File: src/rtl/pipe_ctrl_pkg.sv
// Purpose: shared types and constants for the pipeline hazard/flush controllers.
// Latency: n/a (package only).
// Backpressure: n/a (package only).
//
// Contents: controller state enum, register-address width, stall-cycle
// constants for branch-operand hazards, the hardwired zero register index,
// and the packed hazard-class vector produced by hazard_match.
package pipe_ctrl_pkg;

    localparam int RA_W          = 5;
    localparam int ALU_BR_STALL  = 1;
    localparam int LOAD_BR_STALL = 2;
    // Down-counter width; must hold max(LOAD_BR_STALL, ALU_BR_STALL) - 1.
    localparam int CNT_W         = 2;
    // Register 0 is hardwired to zero, so writing it never creates a dependency.
    localparam int ZERO_REG      = 0;

    typedef enum logic {
        RUN  = 1'b0,
        HOLD = 1'b1
    } state_t;

    // One bit per hazard class seen for the instruction in ID.
    typedef struct packed {
        logic h_load;
        logic h_alu_br;
        logic h_mem_br;
    } hz_t;

endpackage

File: src/rtl/if_id_hazard_ctrl_hazard_match.sv
// Purpose: classify operand hazards of the ID instruction against EX/MEM producers.
// Latency: purely combinational, same cycle.
// Backpressure: none; the caller turns the returned stall need into stalls.
//
// Ports:
//   rs_IF_ID/rt_IF_ID        source fields of the instruction in ID
//   branch_IF_ID/jump_IF_ID  ID instruction is a conditional branch / jump
//   memread_ID_EX, regwrite_ID_EX, rd_ID_EX   EX-stage producer
//   memread_EX_MEM, rd_EX_MEM                 MEM-stage producer
//   hz                       per-class hazard flags
//   need                     stall cycles required (max over classes, 0 if none)
module hazard_match
    import pipe_ctrl_pkg::*;
#(
    parameter int RA_W          = pipe_ctrl_pkg::RA_W,
    parameter int ALU_BR_STALL  = pipe_ctrl_pkg::ALU_BR_STALL,
    parameter int LOAD_BR_STALL = pipe_ctrl_pkg::LOAD_BR_STALL,
    parameter int CNT_W         = pipe_ctrl_pkg::CNT_W
) (
    input  logic [RA_W-1:0] rs_IF_ID,
    input  logic [RA_W-1:0] rt_IF_ID,
    input  logic            branch_IF_ID,
    input  logic            jump_IF_ID,
    input  logic            memread_ID_EX,
    input  logic            regwrite_ID_EX,
    input  logic [RA_W-1:0] rd_ID_EX,
    input  logic            memread_EX_MEM,
    input  logic [RA_W-1:0] rd_EX_MEM,
    output hz_t             hz,
    output logic [CNT_W:0]  need
);

    localparam int NW = CNT_W + 1;
    localparam logic [RA_W-1:0] ZERO_RA = RA_W'(ZERO_REG);
    localparam logic [NW-1:0]   ONE_N   = NW'(1);
    localparam logic [NW-1:0]   ALU_N   = NW'(ALU_BR_STALL);
    localparam logic [NW-1:0]   LOAD_N  = NW'(LOAD_BR_STALL);

    logic ex_rs, ex_rt, mem_rs, mem_rt;
    logic [NW-1:0] load_need;

    // A destination of r0 never matches: nothing is actually written.
    assign ex_rs  = (rd_ID_EX  != ZERO_RA) && (rd_ID_EX  == rs_IF_ID);
    assign ex_rt  = (rd_ID_EX  != ZERO_RA) && (rd_ID_EX  == rt_IF_ID);
    assign mem_rs = (rd_EX_MEM != ZERO_RA) && (rd_EX_MEM == rs_IF_ID);
    assign mem_rt = (rd_EX_MEM != ZERO_RA) && (rd_EX_MEM == rt_IF_ID);

    // The rt field of a jump is part of the target, not a source operand.
    assign hz.h_load   = memread_ID_EX & (ex_rs | (ex_rt & ~jump_IF_ID));
    assign hz.h_alu_br = branch_IF_ID & regwrite_ID_EX & ~memread_ID_EX & (ex_rs | ex_rt);
    assign hz.h_mem_br = branch_IF_ID & memread_EX_MEM & (mem_rs | mem_rt);

    // A load feeding a branch must also clear the ID comparator, hence the longer wait.
    assign load_need = branch_IF_ID ? LOAD_N : ONE_N;

    always_comb begin
        need = '0;
        if (hz.h_mem_br && (ONE_N > need)) begin
            need = ONE_N;
        end
        if (hz.h_alu_br && (ALU_N > need)) begin
            need = ALU_N;
        end
        if (hz.h_load && (load_need > need)) begin
            need = load_need;
        end
    end

endmodule

File: src/rtl/if_id_hazard_ctrl.sv
// Purpose: sequence PC / IF/ID hold, IF/ID flush and ID/EX bubble for ID-stage branches.
// Latency: outputs combinational from state and inputs; state advances on rising clk.
// Backpressure: stall holds PC and IF/ID for 1..LOAD_BR_STALL cycles; stall beats flush.
//
// Ports:
//   clk, reset (async, active-low)
//   rs_IF_ID, rt_IF_ID, branch_IF_ID, BEQ_IF_ID, BNE_IF_ID, jump_IF_ID, branch_taken
//   memread_ID_EX, regwrite_ID_EX, rd_ID_EX, memread_EX_MEM, rd_EX_MEM
//   stall         hold PC and IF/ID
//   stall_branch  flush IF/ID on next edge
//   bubble_ID_EX  load a NOP into ID/EX on next edge
//   stall_cycles, flush_count  saturating event counters, present only when
//                              HAZARD_PERF_CNT_EN is defined
module if_id_hazard_ctrl
    import pipe_ctrl_pkg::*;
#(
    parameter int RA_W          = pipe_ctrl_pkg::RA_W,
    parameter int ALU_BR_STALL  = pipe_ctrl_pkg::ALU_BR_STALL,
    parameter int LOAD_BR_STALL = pipe_ctrl_pkg::LOAD_BR_STALL,
    parameter int CNT_W         = pipe_ctrl_pkg::CNT_W
) (
    input  logic            clk,
    input  logic            reset,
    input  logic [RA_W-1:0] rs_IF_ID,
    input  logic [RA_W-1:0] rt_IF_ID,
    input  logic            branch_IF_ID,
    input  logic            BEQ_IF_ID,
    input  logic            BNE_IF_ID,
    input  logic            jump_IF_ID,
    input  logic            branch_taken,
    input  logic            memread_ID_EX,
    input  logic            regwrite_ID_EX,
    input  logic [RA_W-1:0] rd_ID_EX,
    input  logic            memread_EX_MEM,
    input  logic [RA_W-1:0] rd_EX_MEM,
    output logic            stall,
    output logic            stall_branch,
    output logic            bubble_ID_EX
`ifdef HAZARD_PERF_CNT_EN
    ,
    output logic [31:0]     stall_cycles,
    output logic [31:0]     flush_count
`endif
);

    localparam int NW = CNT_W + 1;

    state_t             state, state_nxt;
    logic [CNT_W-1:0]   cnt, cnt_nxt;
    hz_t                hz;
    logic [NW-1:0]      need;
    logic               stall_c, flush_c;

    hazard_match #(
        .RA_W          (RA_W),
        .ALU_BR_STALL  (ALU_BR_STALL),
        .LOAD_BR_STALL (LOAD_BR_STALL),
        .CNT_W         (CNT_W)
    ) u_hazard_match (
        .rs_IF_ID       (rs_IF_ID),
        .rt_IF_ID       (rt_IF_ID),
        .branch_IF_ID   (branch_IF_ID),
        .jump_IF_ID     (jump_IF_ID),
        .memread_ID_EX  (memread_ID_EX),
        .regwrite_ID_EX (regwrite_ID_EX),
        .rd_ID_EX       (rd_ID_EX),
        .memread_EX_MEM (memread_EX_MEM),
        .rd_EX_MEM      (rd_EX_MEM),
        .hz             (hz),
        .need           (need)
    );

    always_ff @(posedge clk or negedge reset) begin
        if (!reset) begin
            state <= RUN;
            cnt   <= '0;
        end else begin
            state <= state_nxt;
            cnt   <= cnt_nxt;
        end
    end

    always_comb begin
        state_nxt = state;
        cnt_nxt   = cnt;
        stall_c   = 1'b0;
        flush_c   = 1'b0;
        case (state)
            RUN: begin
                if (need != '0) begin
                    // The first stall cycle is spent here; HOLD covers the rest.
                    stall_c = 1'b1;
                    if (need > NW'(1)) begin
                        state_nxt = HOLD;
                        cnt_nxt   = CNT_W'(need - NW'(1));
                    end
                end else begin
                    flush_c = jump_IF_ID |
                              (branch_IF_ID & branch_taken & (BEQ_IF_ID | BNE_IF_ID));
                end
            end
            HOLD: begin
                // Comparator result is stale while operands are pending: ignore branch_taken.
                stall_c = 1'b1;
                cnt_nxt = cnt - CNT_W'(1);
                if (cnt == CNT_W'(1)) begin
                    state_nxt = RUN;
                end
            end
            default: begin
                state_nxt = RUN;
                cnt_nxt   = '0;
            end
        endcase
    end

    // Outputs are forced quiet for as long as reset is held, independent of inputs.
    assign stall        = reset & stall_c;
    assign bubble_ID_EX = reset & stall_c;
    assign stall_branch = reset & flush_c;

`ifdef HAZARD_PERF_CNT_EN
    always_ff @(posedge clk or negedge reset) begin
        if (!reset) begin
            stall_cycles <= '0;
            flush_count  <= '0;
        end else begin
            if (stall && (stall_cycles != 32'hFFFF_FFFF)) begin
                stall_cycles <= stall_cycles + 32'd1;
            end
            if (stall_branch && (flush_count != 32'hFFFF_FFFF)) begin
                flush_count <= flush_count + 32'd1;
            end
        end
    end
`endif

endmodule

File: config.mk
export PLATFORM = sky130hd
export DESIGN_NAME = if_id_hazard_ctrl
export DESIGN_NICKNAME = d
export VERILOG_FILES = /design/src/rtl/pipe_ctrl_pkg.sv /design/src/rtl/if_id_hazard_ctrl_hazard_match.sv /design/src/rtl/if_id_hazard_ctrl.sv
export SDC_FILE = /design/constraint.sdc
export NUM_CORES = 1
export LEC_CHECK = 0
export CORE_AREA = 2 2 39 41
export CTS_BUF_LIST = sky130_fd_sc_hd__clkbuf_16
export DETAILED_ROUTE_END_ITERATION = 6
export DIE_AREA = 0 0 41 43
export DONT_BUFFER_PORTS = 1
export GPL_ROUTABILITY_DRIVEN = 0
export SLEW_MARGIN = 20
export SYNTH_ARGS = -nofsm -noshare
export SYNTH_HDL_FRONTEND = slang
export SYNTH_SLANG_ARGS = --single-unit
export TNS_END_PERCENT = 5
File: constraint.sdc
create_clock -name clk -period 4.7 [get_ports clk]
set_input_delay 1.41 -clock clk [delete_from_list [all_inputs] [get_ports clk]]
set_output_delay 1.41 -clock clk [all_outputs]
set_load 0.02 [all_outputs]
# [After elaboration in Yosys (flattened, before gate mapping)]
# Cells that the tools add are included.
[classes] add_sub_neg=2 order_cmp=3 n_eq_ne=7 n_mux=15 n_bitwise=19 reduce_logical=10
[op_table] cell="equality test 5 bit" count=4
[op_table] cell="bitwise AND 1 bit" count=11
[op_table] cell="nonzero test 5 bit" count=2
[op_table] cell="2-to-1 mux 1 bit" count=7
[op_table] cell="logical AND 1 bit" count=6
[op_table] cell="2-to-1 mux 2 bit" count=3
[op_table] cell="2-to-1 mux 3 bit" count=2
[op_table] cell="OR 1 bit" count=5
[op_table] cell="!= test 2 bit, second input constant" count=2
[op_table] cell="one-hot mux 1 bit (2 select lines)" count=2
[op_table] cell="one-hot mux 2 bit (2 select lines)" count=1
[op_table] cell="subtractor 2 x 1 -> 2 bit, second input constant" count=2
[op_table] cell="> comparator 1 x 3 -> 1 bit, first input constant" count=1
[op_table] cell="> comparator 3 x 1 -> 1 bit, second input constant" count=1
[op_table] cell="> comparator 3 bit" count=1
[op_table] cell="NOT 1 bit" count=3
[op_table] cell="nonzero test 3 bit" count=1
[op_table] cell="equality test 2 x 1 -> 1 bit, second input constant" count=1
[op_table] cell="AND reduction 2 bit" count=1
[word_totals] regBits=3 inputBits=30 output_inout_bits=3 wordCells=58

# [Longest topological paths before layout]
[depth] word_depth=15 ltp_mapped=10 ltp_nobuf=10

# [Modules after synthesis]
# A second synthesis with hierarchy kept.
[hier_totals] hier_cells=76 area_unflattened_um2=604.3
[modules_own_cells] mod="hazard_match" instances=1 cells_each=47 area_per_inst_um2=354.1 seq_area_each_um2=0.0
[modules_own_cells] mod="if_id_hazard_ctrl" instances=1 cells_each=29 area_per_inst_um2=250.2 seq_area_each_um2=75.1

# [Worst setup path after synthesis]
# Ideal clock, no wire load.
[synth_path] path_kind="input-to-output" from="input rs_IF_ID[0]" to="output stall" arrival_time_ps=3160 required_time_ps=3290 slack_ps=130 stages=9 n_path_buf=1 path_cell_list="xnor2_1 nand4_1 o32ai_4 nor2_1 a31oi_1 nand3_1 ha_1 a21boi_1 buf_4"
[synth_between] elab_chain_cells=15 elab_cells_between_ends=21 cone_classes="2 x order compare; 2 x eq/ne; 5 x mux; 7 x bitwise; 5 x reduce/logical"
[synth_rtl] item="from (decl)" line_no="if_id_hazard_ctrl.sv:24" rtl="input logic [RA_W-1:0] rs_IF_ID,"
[synth_rtl] item="equality test 5 bit" line_no="if_id_hazard_ctrl_hazard_match.sv:45" rtl="assign mem_rs = (rd_EX_MEM != ZERO_RA) && (rd_EX_MEM == rs_IF_ID);"
[synth_rtl] item="logical AND 1 bit" line_no="if_id_hazard_ctrl_hazard_match.sv:45"
[synth_rtl] item="OR 1 bit" line_no="if_id_hazard_ctrl_hazard_match.sv:51" rtl="assign hz.h_mem_br = branch_IF_ID & memread_EX_MEM & (mem_rs | mem_rt);"
[synth_rtl] item="bitwise AND 1 bit" line_no="if_id_hazard_ctrl_hazard_match.sv:51"
[synth_rtl] item="2-to-1 mux 1 bit" line_no="if_id_hazard_ctrl_hazard_match.sv:58" rtl="if (hz.h_mem_br && (ONE_N > need)) begin"
[synth_rtl] item="> comparator 1 x 3 -> 1 bit" line_no="if_id_hazard_ctrl_hazard_match.sv:61" rtl="if (hz.h_alu_br && (ALU_N > need)) begin"
[synth_rtl] item="logical AND 1 bit" line_no="if_id_hazard_ctrl_hazard_match.sv:61"
[synth_rtl] item="2-to-1 mux 3 bit" line_no="if_id_hazard_ctrl_hazard_match.sv:61"
[synth_rtl] item="> comparator 3 bit" line_no="if_id_hazard_ctrl_hazard_match.sv:64" rtl="if (hz.h_load && (load_need > need)) begin"
[synth_rtl] item="logical AND 1 bit" line_no="if_id_hazard_ctrl_hazard_match.sv:64"
[synth_rtl] item="2-to-1 mux 3 bit (*)" line_no="if_id_hazard_ctrl_hazard_match.sv:64"
[synth_rtl] item="nonzero test 3 bit (*)" line_no="if_id_hazard_ctrl.sv:90" rtl="if (need != '0) begin"
[synth_rtl] item="2-to-1 mux 1 bit (*)" line_no="if_id_hazard_ctrl.sv:90"
[synth_rtl] item="one-hot mux 1 bit (2 select lines) (*)" line_no="if_id_hazard_ctrl.sv:88" rtl="case (state)"
[synth_rtl] item="bitwise AND 1 bit (*)"
[synth_rtl] item="to (decl)" line_no="if_id_hazard_ctrl.sv:36" rtl="output logic stall,"
# Mark *: on every way between the ends. The rest lies on a longest branch, timed or not.

# [Final worst setup path]
[layout_path] from="input rs_IF_ID[0]" to="output bubble_ID_EX"
[layout_between] elab_chain_cells=15 elab_cells_between_ends=21 cone_classes="2 x order compare; 2 x eq/ne; 5 x mux; 7 x bitwise; 5 x reduce/logical"
[layout_rtl] item="equality test 5 bit" line_no="if_id_hazard_ctrl_hazard_match.sv:45"
[layout_rtl] item="logical AND 1 bit" line_no="if_id_hazard_ctrl_hazard_match.sv:45"
[layout_rtl] item="OR 1 bit" line_no="if_id_hazard_ctrl_hazard_match.sv:51"
[layout_rtl] item="bitwise AND 1 bit" line_no="if_id_hazard_ctrl_hazard_match.sv:51"
[layout_rtl] item="2-to-1 mux 1 bit" line_no="if_id_hazard_ctrl_hazard_match.sv:58"
[layout_rtl] item="> comparator 1 x 3 -> 1 bit" line_no="if_id_hazard_ctrl_hazard_match.sv:61"
[layout_rtl] item="logical AND 1 bit" line_no="if_id_hazard_ctrl_hazard_match.sv:61"
[layout_rtl] item="2-to-1 mux 3 bit" line_no="if_id_hazard_ctrl_hazard_match.sv:61"
[layout_rtl] item="> comparator 3 bit" line_no="if_id_hazard_ctrl_hazard_match.sv:64"
[layout_rtl] item="logical AND 1 bit" line_no="if_id_hazard_ctrl_hazard_match.sv:64"
[layout_rtl] item="2-to-1 mux 3 bit (*)" line_no="if_id_hazard_ctrl_hazard_match.sv:64"
[layout_rtl] item="nonzero test 3 bit (*)" line_no="if_id_hazard_ctrl.sv:90"
[layout_rtl] item="2-to-1 mux 1 bit (*)" line_no="if_id_hazard_ctrl.sv:90"
[layout_rtl] item="one-hot mux 1 bit (2 select lines) (*)" line_no="if_id_hazard_ctrl.sv:88"
[layout_rtl] item="bitwise AND 1 bit (*)" line_no="if_id_hazard_ctrl.sv:119" rtl="assign bubble_ID_EX = reset & stall_c;"
[layout_rtl] item="to (decl)" line_no="if_id_hazard_ctrl.sv:38" rtl="output logic bubble_ID_EX"
# Marked as above.

==> metrics.txt <==
run status finished clean; cell count of the worst hold path 1; Worst setup SP type input port; Final Cycle Share 0.933; Final Hold Fails 0; # rows 14; CP delay by family, top compound AO/OA/AOI/OAI gates; CP max FO 4; DP Worst Slack 281 ps; Pwr Density 357 nW/um^2; Crit Path Category in2out; Area contributors post-synth xnor2_1 (26%), dfrtp_1 (13%), mux2i_1 (5.3%), o32ai_4 (4.9%), o2111ai_4 (4.7%); Tightest Pin Transition 422 ps; CTS buffer count 3; CP max stage cell o32ai_4; H-tree levels 1; Worst EP required 3290 ps; Seq pwr share 0.180; Gate power share 0.266; Final Util 0.479; RSZ-0062 raised after global routing no; HP Start cnt[0]$_DFFE_PN0P_; die area 1760 sq um; DR vias 461; r2r startpoint cnt[0]$_DFFE_PN0P_; hold endpoint cnt[0]$_DFFE_PN0P_; DRT Wirelength 1120 microns; Total Nets Final 103; P_sw 57.5 uW; Post-CTS Hold Buffers 0; sequential share of the synthesized area 0.133; Int Power 179 uW; Core ar. 1380 sq um; Post-route DRC 0; FF-to-FF path depth 3; drt first pass iters 4; CTS tree done; register bit count reported by yosys 3; Setup TNS 0 ps; post-cts sizing count 0; VDD IR-drop max 0.288 mV; first-pass GRT wire length 1910 microns; Leakage 0.243 nW; Avg WL per Cell 13.1 microns; Sw Share 0.243; register-to-register path setup slack 3640 ps; clk sinks 3; Unique masters post-synth 28; diode count 0; most common cell after layout, fill and taps aside xnor2_1; Area Overhead vs Synth 17.5%; Reg clk slew, reported paths 30 ps; Worst Skew 0.152 ps; CTS Buffer Depth 2; Final ANT Viol Nets 0; Crit. End Element output pin; postcts setup bufs 0; Horiz. Die Dim 41 microns; max cap viols 0; syn avg cell area 8.55 sq um; initial antenna violation count 0; gr ovfl total 0; crit-path max cell delay 290 ps; Primary FF master, synth dfrtp_1; worst path arrival time 2970 ps; clock latency on the worst-skew pair 220 ps; critical path depth 9; Async S/R FF share, synth 1.00; CP cell instances xnor2_1 > nand4_1 > o32ai_4 > nor2_1 > a31oi_1 > nand3_1 > ha_1 > a21boi_1 > buf_4; RR Endpoint cnt[1]$_DFFE_PN0P_; total track usage 0.158; cell area after synthesis 564 sq um; WHS 497 ps; Worst Slack Setup Final 316 ps; Slew headroom 0.716; WP buf/inv 1; Gate Count Post-Synth 66; layout cells sized above 1 0.143; initial drt markers 2; Hold Crit Class reg2reg; syn nets 98; number of global-route vias before repair 520; clock share of power 0.554; Starting Density 0.408; Vias/cell 5.36; Final Critical Period 4380 ps; Die Y 43 microns; Synth Warn # 0; Yosys top cell by area xnor2_1; largest net degree at the start of global routing 7; setup violators final 0; most frequent cells in the layout xnor2_1 (17), nand2_1 (6), nor2_1 (6); Synth top area share 0.264; IO Count 33; Fmax 0.228 GHz; Clock Root Buffer clkbuf_16; Post-synth EDFFs 0; max-slew violation count 0; Buffers on Ports 0
## final cells by class
class | count | area, sq um
tap | 16 | 20.0
sequential | 3 | 75.1
fill | 143 | 721
clock buffer | 3 | 75.1
clock inverter | 1 | 3.75
timing repair buffer | 1 | 7.51
inverter | 3 | 11.3
multi-input combinational | 59 | 470
## cells by family after synthesis
family,Yosys count,share of synthesized area
DFF,3,0.133
adders and majority gates,2,0.0443
buffers and inverters,4,0.0333
AOI/OAI and AO/OA,12,0.231
and+or+nand+nor,22,0.182
muxes,3,0.0532
xor gates and xnor gates,20,0.324
## cells in the mapped netlist, types with 2 or more instances
| cell | instances |
|---|---|
| nor3_1 | 2 |
| nand3_1 | 5 |
| mux2i_1 | 3 |
| xnor2_1 | 17 |
| nand2_1 | 6 |
| ha_1 | 2 |
| inv_1 | 2 |
| xor2_1 | 2 |
| dfrtp_1 | 3 |
| nor2_1 | 6 |
## flip-flops by register name, indices dropped and copies added (netlist names)
signal and count:
cnt 2, state 1
## how the worst max path moves through the flow
stage	start	end
global route	rs_IF_ID[3]	stall
global placement	rs_IF_ID[0]	bubble_ID_EX
floorplan	rs_IF_ID[0]	stall
finish	rs_IF_ID[0]	bubble_ID_EX
CTS	rs_IF_ID[0]	bubble_ID_EX
detailed placement	rs_IF_ID[0]	bubble_ID_EX
## through the flow
| stage | std cells | total power, mW | cell area (sq um) |
|---|---|---|---|
| after floorplan | 66 | 0.0960 | 564 |
| after global placement | 82 | 0.104 | 584 |
| after detailed placement | 82 | 0.106 | 584 |
| after CTS | 86 | 0.240 | 663 |
| after global routing | 86 | 0.253 | 663 |
| final | 86 | 0.236 | 663 |
## worst register-to-register path: cells and delay by family (launching register included)
family                   cells  cell delay (ps)
AO/OA/AOI/OAI                1              140
adder cells (fa/ha/maj)      1              320
flip-flops                   1              400
multiplexers                 1               80
## per-layer routing
layer / global-route usage / vias to the layer above / share of wire
met5: 0 / - / 0
met4: 0.0667 / 0 / 0
met3: 0.0157 / 0 / 0.045
met2: 0.266 / 8 / 0.52
met1: 0.192 / 211 / 0.43
li1: - / 242 / -
## power groups by stage
stage          logic (mW)  clock network (mW)  registers [mW]
5_1_grt            0.0740               0.135          0.0439
2_1_floorplan      0.0546                   0          0.0414
3_3_place_gp       0.0614                   0          0.0423
4_1_cts            0.0646               0.133          0.0425
3_5_place_dp       0.0634                   0          0.0422
6_report           0.0629               0.131          0.0426
Power figures use the tool's default switching activity.
==> RTL edit (same settings) <==
The package constant `ZERO_REG` goes from 0 to 1.
--- a/src/rtl/pipe_ctrl_pkg.sv
+++ b/src/rtl/pipe_ctrl_pkg.sv
@@ -13,7 +13,7 @@
     // Down-counter width; must hold max(LOAD_BR_STALL, ALU_BR_STALL) - 1.
     localparam int CNT_W         = 2;
     // Register 0 is hardwired to zero, so writing it never creates a dependency.
-    localparam int ZERO_REG      = 0;
+    localparam int ZERO_REG      = 1;
 
     typedef enum logic {
         RUN  = 1'b0,
Function: changed (Yosys sat finds a counterexample within 4 cycles, from zero or initial values and one cycle with reset low).
==> RTL edit against the unedited design <==
  * Synthesized area down 2.7%
  * Non-clock buffer count stayed put
  * Maximum frequency is essentially flat
  * Setup slack better by 0.0034 ns
  * Design area decreased by 2.3%
  * Routed wire length rose by 8.9%
  * Sequential cell count unchanged
  * Die area unchanged
  * Power fell by 1.0%
==> RTL edit: results (changes against the unedited design) <==
[cells_and_area]
fin_cells = 85  ; -1.2%
clkCellAreaFrac_pct = 12.2  ; +0.28 points
nonClkBufAreaFrac_pct = 1.16  ; +0.026 points
fill_cells = 130  ; -9.1%
nMultiInputCombCells = 58  ; -1.7%
syn2layout_area_growth_pct = 18.0
drive_gt1_share_pct = 13.0  ; -1.2 points
multi_input_area_um2 = 455  ; -3.2%
fin_nets = 102  ; -0.97%

[routing]
viasPerCell = 5.59  ; +4.2%
drt_iter0_markers = 3  ; +1
wirelength_um = 1220  ; +8.9%

[global_route]
antenna_found_initial = 0  ; unchanged
grt_usage_pct = 15.1  ; -0.69 points
grt_pass1_vias = 485  ; -6.7%
grt_pass1_wl_um = 1870  ; -2.2%

[critical_path]
crit_path_top_delay_cell = nor4_1
crit_end = stall
cp_max_fo = 4  ; unchanged
r2r_slack_ns = 3.61  ; -0.03 ns
cpPeakStageDelay_ns = 0.33  ; +0.04 ns

[placed_design]
post-place-cells = 81  ; -1.2%
place_ws_ns = 0.303  ; +0.0220 ns
placedInstanceArea_um2 = 569  ; -2.6%

[hold_path]
min_from = cnt[0]

[synthesis]
ys_top_cells_by_count = xnor2_1 (11), xor2_1 (7), nor2_1 (5), nand2_1 (4), nand3_1 (4)
synth_top_flop_cell = dfrtp_1
yosysSeqAreaShare_pct = 13.7  ; +0.36 points
syn_area_per_cell_um2 = 8.45  ; -1.2%
syn_nets = 97  ; -1.0%
synth_area_leaders = xnor2_1 (18%), dfrtp_1 (14%), xor2_1 (11%), xnor2_2 (5.9%), mux2i_1 (5.5%)
synth.top_cell.area_share_pct = 17.5  ; -8.8 points

[pwr]
p_leak_nw = 0.252  ; +3.6%
ir_worst_vdd_mv = 0.367  ; +27%

[timing]
slew_headroom_pct = 79.1  ; +7.5 points
holdWs_ns = 0.482  ; -0.0144 ns
fin_skew_ns = 0.00324  ; +0.00309 ns

[status]
outcome = finished, final reports clean

## RTL edit: worst max-delay path: cells and delay by family
kind	cells	cell delay [ns]
compound gates	3	0.53
simple gates	2	0.43
fa+ha+maj	1	0.27
buf+inv	1	0.19
xor+xnor	1	0.14
## RTL edit: cells by family (layout without fill, tap and decap cells)
logic type,Yosys count,after routing,share of synthesized area (%)
multiplexers,3,3,5.47
AO/OA/AOI/OAI,11,11,18.4
flip-flops,3,3,13.7
buffers and inverters,4,8,3.42
AND/OR/NAND/NOR,22,22,19.8
XOR/XNOR,20,20,34.6
adder cells (fa/ha/maj),2,2,4.56
## RTL edit: per-layer routing
metal	vias to the layer above	part of all wire, %	GRT usage, %
li1	242	-	-
met1	222	36	16.0
met2	11	59	29.4
met3	0	4.9	2.09
met4	0	0	2.00
met5	-	0	0
## RTL edit: where the power goes
part           switching [mW]  leakage (nW)  internal, mW
Sequential            0.00698        0.0380        0.0350
Clock                  0.0223        0.0423         0.110
Combinational          0.0270         0.172        0.0331
